$ cat config.mk
export PLATFORM = sky130hd
export DESIGN_NAME = cnt_seq_ctrl
export DESIGN_NICKNAME = d
export VERILOG_FILES = /design/src/rtl/cnt_seq_pkg.sv /design/src/rtl/cnt_seq_ctrl_step_table.sv /design/src/rtl/cnt_seq_ctrl.sv
export SDC_FILE = /design/constraint.sdc
export NUM_CORES = 1
export LEC_CHECK = 0
export BUFFER_PORTS_ARGS = -buffer_cell sky130_fd_sc_hd__buf_2
export CAP_MARGIN = 20
export CORE_MARGIN = 10
export CORE_UTILIZATION = 55
export DETAILED_ROUTE_END_ITERATION = 10
export MAX_ROUTING_LAYER = met4
export PLACE_DENSITY = 0.77
export SYNTH_ARGS = -nofsm -noshare
export SYNTH_HDL_FRONTEND = slang
export SYNTH_HIERARCHICAL = 1
export SYNTH_SLANG_ARGS = --single-unit
$ cat constraint.sdc
create_clock -name clk -period 5.6 [get_ports clk]
set_clock_uncertainty 0.15 [all_clocks]
set_input_delay 0.56 -clock clk [delete_from_list [all_inputs] [get_ports clk]]
set_output_delay 0.56 -clock clk [all_outputs]
set_load 0.01 [all_outputs]
$ cat src/rtl/cnt_seq_pkg.sv
// Shared types for the counter sequencer: FSM states, the step-table entry
// layout and its field widths.
package cnt_seq_pkg;

    localparam int VAL_W  = 6;
    localparam int STEP_W = 2 * VAL_W + 1;

    typedef enum logic [2:0] {
        S_IDLE,
        S_LOAD,
        S_SETTLE,
        S_RUN,
        S_DWELL
    } state_t;

    typedef struct packed {
        logic             dir;
        logic [VAL_W-1:0] end_val;
        logic [VAL_W-1:0] start_val;
    } step_t;

    // Power-on entry: count up, 0 -> 0.
    localparam step_t STEP_RESET = 13'h1000;

    function automatic int dwell_ticks(input int f_clk_hz, input int dwell_ms);
        int t;
        t = f_clk_hz / 1000 * dwell_ms;
        return (t < 1) ? 1 : t;
    endfunction

endpackage

$ cat src/rtl/cnt_seq_ctrl_step_table.sv
// Step table: N_STEPS x step_t register file with one synchronous write port
// and one combinational read port.
module step_table
    import cnt_seq_pkg::*;
#(
    parameter  int N_STEPS = 4,
    localparam int ADDR_W  = $clog2(N_STEPS)
) (
    input  logic              clk,
    input  logic              reset_n,
    input  logic              we,
    input  logic [ADDR_W-1:0] waddr,
    input  step_t             wdata,
    input  logic [ADDR_W-1:0] raddr,
    output step_t             rdata
);

    step_t entries_q [N_STEPS];
    step_t entries_d [N_STEPS];

    always_comb begin
        entries_d = entries_q;
        if (we) begin
            entries_d[waddr] = wdata;
        end
    end

    always_ff @(posedge clk or negedge reset_n) begin
        if (!reset_n) begin
            for (int i = 0; i < N_STEPS; i++) begin
                entries_q[i] <= STEP_RESET;
            end
        end else begin
            entries_q <= entries_d;
        end
    end

    assign rdata = entries_q[raddr];

endmodule

$ cat src/rtl/cnt_seq_ctrl.sv
// Sequencer that walks an external 6-bit preset counter through a table of
// {direction, start, end} steps, pausing DWELL_TKS cycles after each step.
module cnt_seq_ctrl
    import cnt_seq_pkg::*;
#(
    parameter  int F_CLK_HZ = 25_000_000,
    parameter  int DWELL_MS = 500,
    parameter  int N_STEPS  = 4,
    localparam int IDX_W    = $clog2(N_STEPS)
) (
    input  logic             clk,
    input  logic             reset_n,
    input  logic             start,
    input  logic             stop,
    input  logic             loop_en,
    input  logic             cfg_we,
    input  logic [IDX_W-1:0] cfg_addr,
    input  logic [12:0]      cfg_data,
    input  logic [5:0]       q_in,
    output logic             cnt_load_n,
    output logic [5:0]       cnt_preset,
    output logic             cnt_run,
    output logic             cnt_up,
    output logic             busy,
    output logic [IDX_W-1:0] step_idx,
    output logic             done
);

    localparam int                DWELL_TKS  = dwell_ticks(F_CLK_HZ, DWELL_MS);
    localparam int                DW_W       = $clog2(DWELL_TKS + 1);
    localparam logic [DW_W-1:0]   DWELL_LAST = DW_W'(DWELL_TKS - 1);
    localparam logic [IDX_W-1:0]  IDX_LAST   = IDX_W'(N_STEPS - 1);

    state_t             state_q, state_d;
    logic [IDX_W-1:0]   idx_q, idx_d;
    logic [DW_W-1:0]    dwell_q, dwell_d;
    logic [VAL_W-1:0]   end_val_q, end_val_d;
    logic               cnt_load_n_q, cnt_load_n_d;
    logic [VAL_W-1:0]   cnt_preset_q, cnt_preset_d;
    logic               cnt_run_q, cnt_run_d;
    logic               cnt_up_q, cnt_up_d;
    logic               busy_q, busy_d;
    logic               done_q, done_d;
    step_t              rd_step;

    // The table is addressed with the next index so LOAD outputs can be registered on entry.
    step_table #(.N_STEPS(N_STEPS)) u_table (
        .clk     (clk),
        .reset_n (reset_n),
        .we      (cfg_we && (state_q == S_IDLE)),
        .waddr   (cfg_addr),
        .wdata   (step_t'(cfg_data)),
        .raddr   (idx_d),
        .rdata   (rd_step)
    );

    always_comb begin
        state_d      = state_q;
        idx_d        = idx_q;
        end_val_d    = end_val_q;
        cnt_up_d     = cnt_up_q;
        cnt_preset_d = cnt_preset_q;
        cnt_load_n_d = 1'b1;
        cnt_run_d    = 1'b0;
        done_d       = 1'b0;

        case (state_q)
            S_IDLE: begin
                if (start && !stop) begin
                    state_d = S_LOAD;
                    idx_d   = '0;
                end
            end
            S_LOAD:   state_d = S_SETTLE;
            S_SETTLE: state_d = (q_in == end_val_q) ? S_DWELL : S_RUN;
            S_RUN: begin
                if (q_in == end_val_q) begin
                    state_d = S_DWELL;
                end
            end
            S_DWELL: begin
                if (dwell_q == DWELL_LAST) begin
                    if (idx_q != IDX_LAST) begin
                        state_d = S_LOAD;
                        idx_d   = idx_q + 1'b1;
                    end else if (loop_en) begin
                        state_d = S_LOAD;
                        idx_d   = '0;
                    end else begin
                        state_d = S_IDLE;
                        done_d  = 1'b1;
                    end
                end
            end
            default: state_d = S_IDLE;
        endcase

        if ((state_q != S_IDLE) && stop) begin
            state_d = S_IDLE;
            idx_d   = '0;
            done_d  = 1'b0;
        end

        // Outputs follow the state being entered, so every output is a flop.
        dwell_d = ((state_q == S_DWELL) && (state_d == S_DWELL)) ? dwell_q + 1'b1 : '0;
        busy_d  = (state_d != S_IDLE);
        if (state_d == S_IDLE) begin
            cnt_preset_d = '0;
            cnt_up_d     = 1'b1;
        end else if (state_d == S_LOAD) begin
            cnt_load_n_d = 1'b0;
            cnt_preset_d = rd_step.start_val;
            end_val_d    = rd_step.end_val;
            cnt_up_d     = rd_step.dir;
        end else if (state_d == S_RUN) begin
            cnt_run_d = 1'b1;
        end
    end

    always_ff @(posedge clk or negedge reset_n) begin
        if (!reset_n) begin
            state_q      <= S_IDLE;
            idx_q        <= '0;
            dwell_q      <= '0;
            end_val_q    <= '0;
            cnt_load_n_q <= 1'b1;
            cnt_preset_q <= '0;
            cnt_run_q    <= 1'b0;
            cnt_up_q     <= 1'b1;
            busy_q       <= 1'b0;
            done_q       <= 1'b0;
        end else begin
            state_q      <= state_d;
            idx_q        <= idx_d;
            dwell_q      <= dwell_d;
            end_val_q    <= end_val_d;
            cnt_load_n_q <= cnt_load_n_d;
            cnt_preset_q <= cnt_preset_d;
            cnt_run_q    <= cnt_run_d;
            cnt_up_q     <= cnt_up_d;
            busy_q       <= busy_d;
            done_q       <= done_d;
        end
    end

    assign cnt_load_n = cnt_load_n_q;
    assign cnt_preset = cnt_preset_q;
    assign cnt_run    = cnt_run_q;
    assign cnt_up     = cnt_up_q;
    assign busy       = busy_q;
    assign step_idx   = idx_q;
    assign done       = done_q;

endmodule

=== Word-level counts from Yosys, hierarchy flattened ===
Index checks and enable logic that the tools add are counted.

* Register bits: 98
* Input bits: 27
* Output and inout port bits: 13
* Word-level logic and storage cells: 87

* Add/subtract/negate cells: 2
* Order comparisons: 3
* Eq/ne operators: 10
* Multiplexer cells: 35
* Bitwise logic cells: 3
* Reduce and logical (&&, ||, !) cells: 12

{| class="wikitable"
|+ Operators by type and width
! kind !! count
|-
| bitwise mux 52 bit || 1
|-
| two-way mux 13 bit || 3
|-
| binary-select mux 13 bit (select 2 bit) || 1
|-
| demux 13 bit (select 2 bit) || 1
|-
| adder 24 x 1 -> 24 bit (second input constant) || 1
|-
| equality test 24 bit (second input constant) || 1
|-
| two-way mux 24 bit || 1
|-
| two-way mux 3 bit || 5
|-
| case mux 3 bit (5 select lines) || 1
|-
| two-way mux 1 bit || 14
|-
| two-way mux 6 bit || 2
|-
| two-way mux 2 bit || 5
|-
| equality test 3 x 2 -> 1 bit (second input constant) || 3
|-
| equality test 3 x 1 -> 1 bit (second input constant) || 2
|-
| equality test 3 bit (second input constant) || 2
|-
| equality test 6 bit || 1
|-
| >= comparator 3 bit (second input constant) || 2
|-
| logical NOT 3 bit || 2
|-
| inverter 2 -> 3 bit || 2
|-
| nonzero test 3 bit || 2
|-
| logical AND 1 bit || 5
|-
| case mux 2 bit (2 select lines) || 1
|-
| < comparator 3 x 1 -> 1 bit (second input constant) || 1
|-
| adder 2 x 1 -> 2 bit (second input constant) || 1
|-
| other kinds (5) || 5
|}

=== Longest topological paths before layout ===
Gate-level depths: netlist of the first run.

* Word-level depth: 11
* Mapped depth: 10
* Gate-level depth less buffers: 9

=== By module ===
Netlist of the first run, hierarchy kept.

{| class="wikitable"
|+ Modules (own cells, without submodules)
! module !! instances !! cells each !! area each (um2) !! seq. area each (um2)
|-
| cnt_seq_ctrl || 1 || 215 || 2274.7 || 1153.6
|-
| step_table || 1 || 127 || 2259.7 || 1306.3
|}

=== Worst setup path after synthesis of the first run ===
OpenSTA, ideal clock, no wires.

* Path kind: reg2reg
* Start point: register dwell_q[8]
* End point: register end_val_q[5]
* Setup time: 0.125 ns
* Arrival time: 2.917 ns
* Data required time: 5.325 ns
* Path slack: 2.408 ns
* Cell stages (with the launch flop): 8
* Buffers on the path: 1
* Clock period less this slack: 3.192 ns
* Path through: dfrtp_1 nor4b_2 nand4_2 or4_1 a21oi_1 buf_4 mux4_2 mux2_4

{| class="wikitable"
|+ RTL lines
! element !! line !! source
|-
| from (decl) || cnt_seq_ctrl.sv:36 || <nowiki>logic [DW_W-1:0] dwell_q, dwell_d;</nowiki>
|-
| from (signal assigned) || cnt_seq_ctrl.sv:135 || <nowiki>dwell_q <= dwell_d;</nowiki>
|-
| to (signal assigned) || cnt_seq_ctrl.sv:136 || <nowiki>end_val_q <= end_val_d;</nowiki>
|-
| to (decl) || cnt_seq_ctrl.sv:37 || <nowiki>logic [VAL_W-1:0] end_val_q, end_val_d;</nowiki>
|}

==> results.cfg, run 1 <==
[finish]
diodes = 0
num-fill-cells = 624
regArea_sq_um = 2460
fin_util_pct = 62.02
layout-drive-gt1-share_pct = 37.95
multiInputGateArea_sq_um = 1953
area_delta_synth_final_pct = 11.26
fin_nets = 414

[worst_setup_path]
crit_family = simple AND/OR/NAND/NOR gates
path_cells = nor4b_2 > nand4_2 > or4_1 > a21oi_2 > buf_4 > mux4_2 > mux2_2
rrSetupSlack_ns = 2.13
worstReg2RegEnd = end_val_q[3]
crit_required_ns = 5.69
startpoint = dwell_q[8]
crit_slowest_cell = or4_1
cp_max_fo = 8
startpoint_type = register
worstReg2RegStart = dwell_q[8]
critPathCaptureType = register
crit_cells = 7
critical-path-max-stage-delay_ns = 0.54
crit_end = end_val_q[3]
cp.buffers_inverters = 1
reg2reg_depth = 7
critPathKind = register to register
crit_arrival_ns = 3.57

[timing]
hold_viol = 0
worst_slack_ns = 2.125
rsz0062_at_grt = false
setup_viol = 0
period_needed_ns = 3.475
tns_ns = 0
fmax_ghz = 0.2878
period_share_pct = 62.05
worst_pin_slew_ns = 1.008
max_slew_margin_pct = 32.63
drv_slew = 0

[global_route]
overflow = 0
grt_pass1_vias = 3081
grt_pass1_wl_mm = 15.24
grt_max_degree = 55
grt.total_usage_pct = 15.36
antenna_found_initial = 0

[logic_synthesis]
ys_ff_latch = 98
synthCells = 342
synthArstFlopShare_pct = 100.0
synth_edf_count = 0
ys_warn_count = 6
ys_seq_area_share_pct = 54.25
syn_area_per_cell_sq_um = 13.26
synth_nets = 371
ys.flop_type = dfrtp_1
synth.distinct_cells = 44
syn_area_sq_um = 4534

[route]
avgViaCountPerCell = 5.711
routed.top_layer = met4
drtIter0Drc = 103
wl_met2_mm = 4.281
drt-pass1-iter-count = 4
drc = 0
m1WireLength_mm = 4.236
routed-via-count = 2827
wl_met3_um = 351
drtAntennaViolNets = 0
wl_per_cell_um = 18.13
wirelength_mm = 8.973

[floorplanning]
die_h_um = 110.8
start_util_pct = 55.75
die_w_um = 110.8
dieArea_sq_um = 12280
io_pins = 40
num_rows = 33
core_region_area_sq_um = 8134

[status]
status = finished, final reports clean

[clock_network]
cts_tree = done
cts.sinks = 98
clk_latency_ns = 0.36
cts.clk_slew.worst_paths_ns = 0.10
root_buffer = clkbuf_8
postCtsSetupRepairBufs = 0
cts_buffers = 9
cts.htree.levels = 3
cts_buffer_depth = 2
hold_buffers = 0
cts_resized = 0

[flow_run]
cap_violations = 0

[place]
dp_hpwl_mm = 6.314
gp_congestion = 0.7894
pre_cts_ws_ns = 2.106
port_buffers = 39

[pwr]
total_power_mw = 2.165
peakVddDrop_mv = 0.2424
power_density_nw_per_um2 = 429.1
p_leak_nw = 2.113

[hold_path]
hold_path.class = primary input to async pin
metal layers:
layer,vias to the layer above,GRT usage [%]
met5,-,-
met2,61,23.74
li1,1323,-
met1,1436,19.46
met3,7,3.355
met4,0,5.556
worst min-delay path by stage:
| stage | end | from | slack (ns) | cells after the start |
|---|---|---|---|---|
| final | dwell_q[19] | reset_n | 0.02 | 1 |
| after global routing | dwell_q[17] | reset_n | 0.06 | 1 |
| after CTS | dwell_q[19] | reset_n | 0.04 | 1 |
| after detailed placement | cnt_up | cnt_up | 0.30 | 2 |
| after global placement | cnt_up | cnt_up | 0.30 | 2 |
| after floorplan | busy | reset_n | 0.11 | 0 |
registers in the layout, summed over array words and instances (netlist names):
name / count
u_table/entries_q: 52
dwell_q: 24
cnt_preset: 6
end_val_q: 6
state_q: 3
step_idx: 2
busy: 1
cnt_load_n: 1
cnt_run: 1
cnt_up: 1
done: 1
Yosys cell counts (all sizes together), types with 2 or more instances:
master / n / share of area (%)
a21oi: 7 / 0.77
and4: 4 / 0.77
buf: 10 / 1.5
dfrtp: 92 / 51
dfstp: 6 / 3.5
ha: 2 / 0.55
inv: 14 / 1.2
mux2: 58 / 15
mux4: 13 / 6.5
nand2: 9 / 0.74
nand2b: 4 / 0.55
nand3: 12 / 1.3
nand3b: 3 / 0.50
nand4: 7 / 1.1
nor2: 29 / 2.4
nor2b: 2 / 0.28
nor3: 10 / 1.4
nor3b: 2 / 0.55
nor4: 2 / 0.28
nor4b: 2 / 0.66
o211ai: 2 / 0.74
o21ai: 6 / 0.66
o2bb2ai: 6 / 1.2
or3: 4 / 0.55
or4: 2 / 0.41
xnor2: 17 / 3.3
xor2: 8 / 1.5
power breakdown:
| part | internal, mW | leakage, nW | switching (mW) | total [mW] |
|---|---|---|---|---|
| Clock | 0.229 | 0.108 | 0.261 | 0.490 |
| Combinational | 0.338 | 0.771 | 0.235 | 0.573 |
| Sequential | 0.970 | 1.23 | 0.132 | 1.10 |
area by class of cell:
class                           count  area share, %
Clock buffer                       10          2.728
Clock inverter                      6          1.637
Inverter                           14          1.042
Multi-Input combinational cell    219          38.72
Sequential cell                    98          48.76
Tap cell                          105          2.604
Timing Repair Buffer               43          4.514
cell families (layout without fill, tap and decap cells):
group	Yosys count	count (layout)	share of synthesized area (%)
xor gates and xnor gates	25	25	4.829
and+or+nand+nor	95	95	11.95
AOI/OAI and AO/OA	26	26	4.636
adders and majority gates	2	2	0.5518
muxes	71	71	21.03
buffers and inverters	25	73	2.759
DFF	98	98	54.25
cell usage in the layout (no fill, tap or decap), drive strengths merged, types with 6 or more instances in the layout:
master and instances:
clkbuf 10, a21oi 7, xor2 8, buf 43
dfrtp 92, inv 17, xnor2 17, nand2 9
nand4 7, o2bb2ai 6, nand3 12, nor3 10
dfstp 6, mux2 58, mux4 13, nor2 29
o21ai 6
stage by stage:
stage               area, sq um  hold WS [ns]  std cells
CTS                        5045       0.04473        495
global placement           4825        0.2953        479
finish                     5045       0.02452        495
global route               5045       0.05550        495
detailed placement         4825        0.3023        479
floorplan                  4534        0.1144        342
Power figures use the tool's default switching activity.
==> run 2, diff against run 1 <==
- CORE_UTILIZATION: 55 -> 53
- clock period: 5.6 -> 2.9 ns (I/O delays scaled with it)
==> run 2 against run 1 <==
Effect of this change: fmax up 21%; power up 91%; final area up 3.4%; hold slack better by 0.014 ns.
==> results.cfg, run 2 (synthesized netlist as in run 1, its figures left out) <==
[floorplanning]
num_rows = 33
dieArea_sq_um = 12660
start_util_pct = 54.91
core_region_area_sq_um = 8258
io_pins = 40
die_h_um = 112.5
die_w_um = 112.5

[worst_setup_path]
cp_max_fo = 14
crit_family = simple AND/OR/NAND/NOR gates
reg2reg_depth = 8
path_cells = ha_2 > and4_4 > nand4_1 > or4_4 > a21oi_4 > buf_12 > mux4_2 > mux2_4
critPathCaptureType = register
crit_arrival_ns = 2.96
startpoint_type = register
crit_required_ns = 3.00
rrSetupSlack_ns = 0.04
critPathKind = register to register
worstReg2RegStart = dwell_q[0]
worstReg2RegEnd = end_val_q[4]
critical-path-max-stage-delay_ns = 0.51
cp.buffers_inverters = 1
crit_slowest_cell = mux4_2

[route]
routed-via-count = 2885
drt-pass1-iter-count = 4
drc = 0
wirelength_mm = 9.266
wl_per_cell_um = 18.10
avgViaCountPerCell = 5.635
drtIter0Drc = 160
drtAntennaViolNets = 0

[clock_network]
cts_buffer_depth = 2
cts.sinks = 98
cts.clk_slew.worst_paths_ns = 0.11
cts.htree.levels = 3
clk_latency_ns = 0.36
cts_tree = done
cts_buffers = 9
root_buffer = clkbuf_8

[finish]
layout-drive-gt1-share_pct = 41.28
area_delta_synth_final_pct = 15.04
final_common_cell = dfrtp_1
diodes = 0
regMostFlops = u_table/entries_q
fin_nets = 431
largest_registers = u_table/entries_q: 52 flops, dwell_q: 24 flops
largest_reg_flops = 52
fin_area_sq_um = 5216
layout_common_cells = 92 x dfrtp_1, 56 x mux2_2, 38 x buf_2

[global_route]
grt_max_degree = 51
overflow = 0
grt.total_usage_pct = 15.02
grt_pass1_vias = 2899
antenna_found_initial = 0
grt_pass1_wl_mm = 15.03

[pwr]
power_switching_mw = 1.233
peakVddDrop_mv = 0.4565
power_frac_comb_pct = 27.6
p_clk_share_pct = 20.7
p_int_mw = 2.900
seq_power_share_pct = 51.6
total_power_mw = 4.132
power_density_nw_per_um2 = 792.2
p_leak_nw = 2.194
p_sw_share_pct = 29.83

[timing]
rsz0062_at_grt = true
setup_viol = 0
period_needed_ns = 2.861
max_slew_margin_pct = 58.49
worst_pin_slew_ns = 0.6162
holdWs_ns = 0.03838
period_share_pct = 98.64
fmax_ghz = 0.3496
drv_slew = 0
hold_viol = 0

[status]
status = finished, final reports clean

[flow_run]
cap_violations = 0

[hold_path]
min_path_cells = 2
hold_path.class = primary input to register
holdPathEnd = u_table/entries_q[0]
hold_start = cfg_data[0]

[place]
port_buffers = 39
placed_cell_area_sq_um = 4974
dp_hpwl_mm = 6.492
gp_congestion = 0.8189
==> run 2: worst reg2reg max path, delay by kind of cell, from the launching register on <==
family | cells | cell delay, ns
muxes | 2 | 0.80
DFF | 1 | 0.40
AOI/OAI and AO/OA | 1 | 0.16
buffers and inverters | 1 | 0.19
and+or+nand+nor | 3 | 0.85
adders and majority gates | 1 | 0.22
==> run 2: cell type report <==
| class | instances | area, sq um |
|---|---|---|
| Clock buffer | 10 | 137.6 |
| Clock inverter | 6 | 56.30 |
| Fill cell | 654 | 3042 |
| Inverter | 14 | 52.55 |
| Multi-Input combinational cell | 219 | 1981 |
| Sequential cell | 98 | 2460 |
| Tap cell | 105 | 131.4 |
| Timing Repair Buffer | 60 | 397.9 |
==> run 2: how the worst max path moves through the flow <==
stage	startpoint	endpoint	slack (ns)	depth (start not counted)
floorplan	dwell_q[8]	end_val_q[5]	-0.01	7
global placement	dwell_q[0]	end_val_q[5]	0.1	8
finish	dwell_q[0]	end_val_q[4]	0.04	8
detailed placement	dwell_q[0]	end_val_q[4]	0.03	8
CTS	dwell_q[0]	end_val_q[4]	0.009	8
global route	dwell_q[0]	end_val_q[4]	-0.06	8
==> run 2: layer usage <==
metal | part of all wire (%) | track usage, % | up-vias
met5 | 0 | - | -
met4 | 1.0 | 5.076 | 0
met3 | 3.4 | 2.822 | 10
met2 | 48 | 22.40 | 60
met1 | 48 | 20.15 | 1468
li1 | - | - | 1347
==> run 2: through the flow <==
stage | utilization [%] | worst slack, ns | std cells | setup TNS [ns]
CTS | 62.82 | 0.009422 | 510 | 0
finish | 63.17 | 0.03941 | 512 | 0
global route | 63.17 | -0.05824 | 512 | -0.3107
detailed placement | 60.23 | 0.02841 | 492 | 0
global placement | 60.23 | 0.09676 | 492 | 0
floorplan | - | -0.01030 | 342 | -0.01030
==> run 2: power groups by stage <==
stage | Sequential (mW) | Clock (mW) | Combinational (mW)
2_1_floorplan | 2.10 | 0 | 0.850
3_3_place_gp | 2.12 | 0 | 1.10
3_5_place_dp | 2.16 | 0 | 1.15
4_1_cts | 2.13 | 0.880 | 1.16
5_1_grt | 2.18 | 0.937 | 1.24
6_report | 2.13 | 0.857 | 1.14
==> run 2: what timing repair did <==
item / 4_1_cts / 5_1_grt
hold endpoints to repair: 48 / 0
hold buffers: 2 / 0
buffers inserted: 0 / 2
endpoints found under the setup margin: 0 / 6
gates resized for setup: 0 / 3
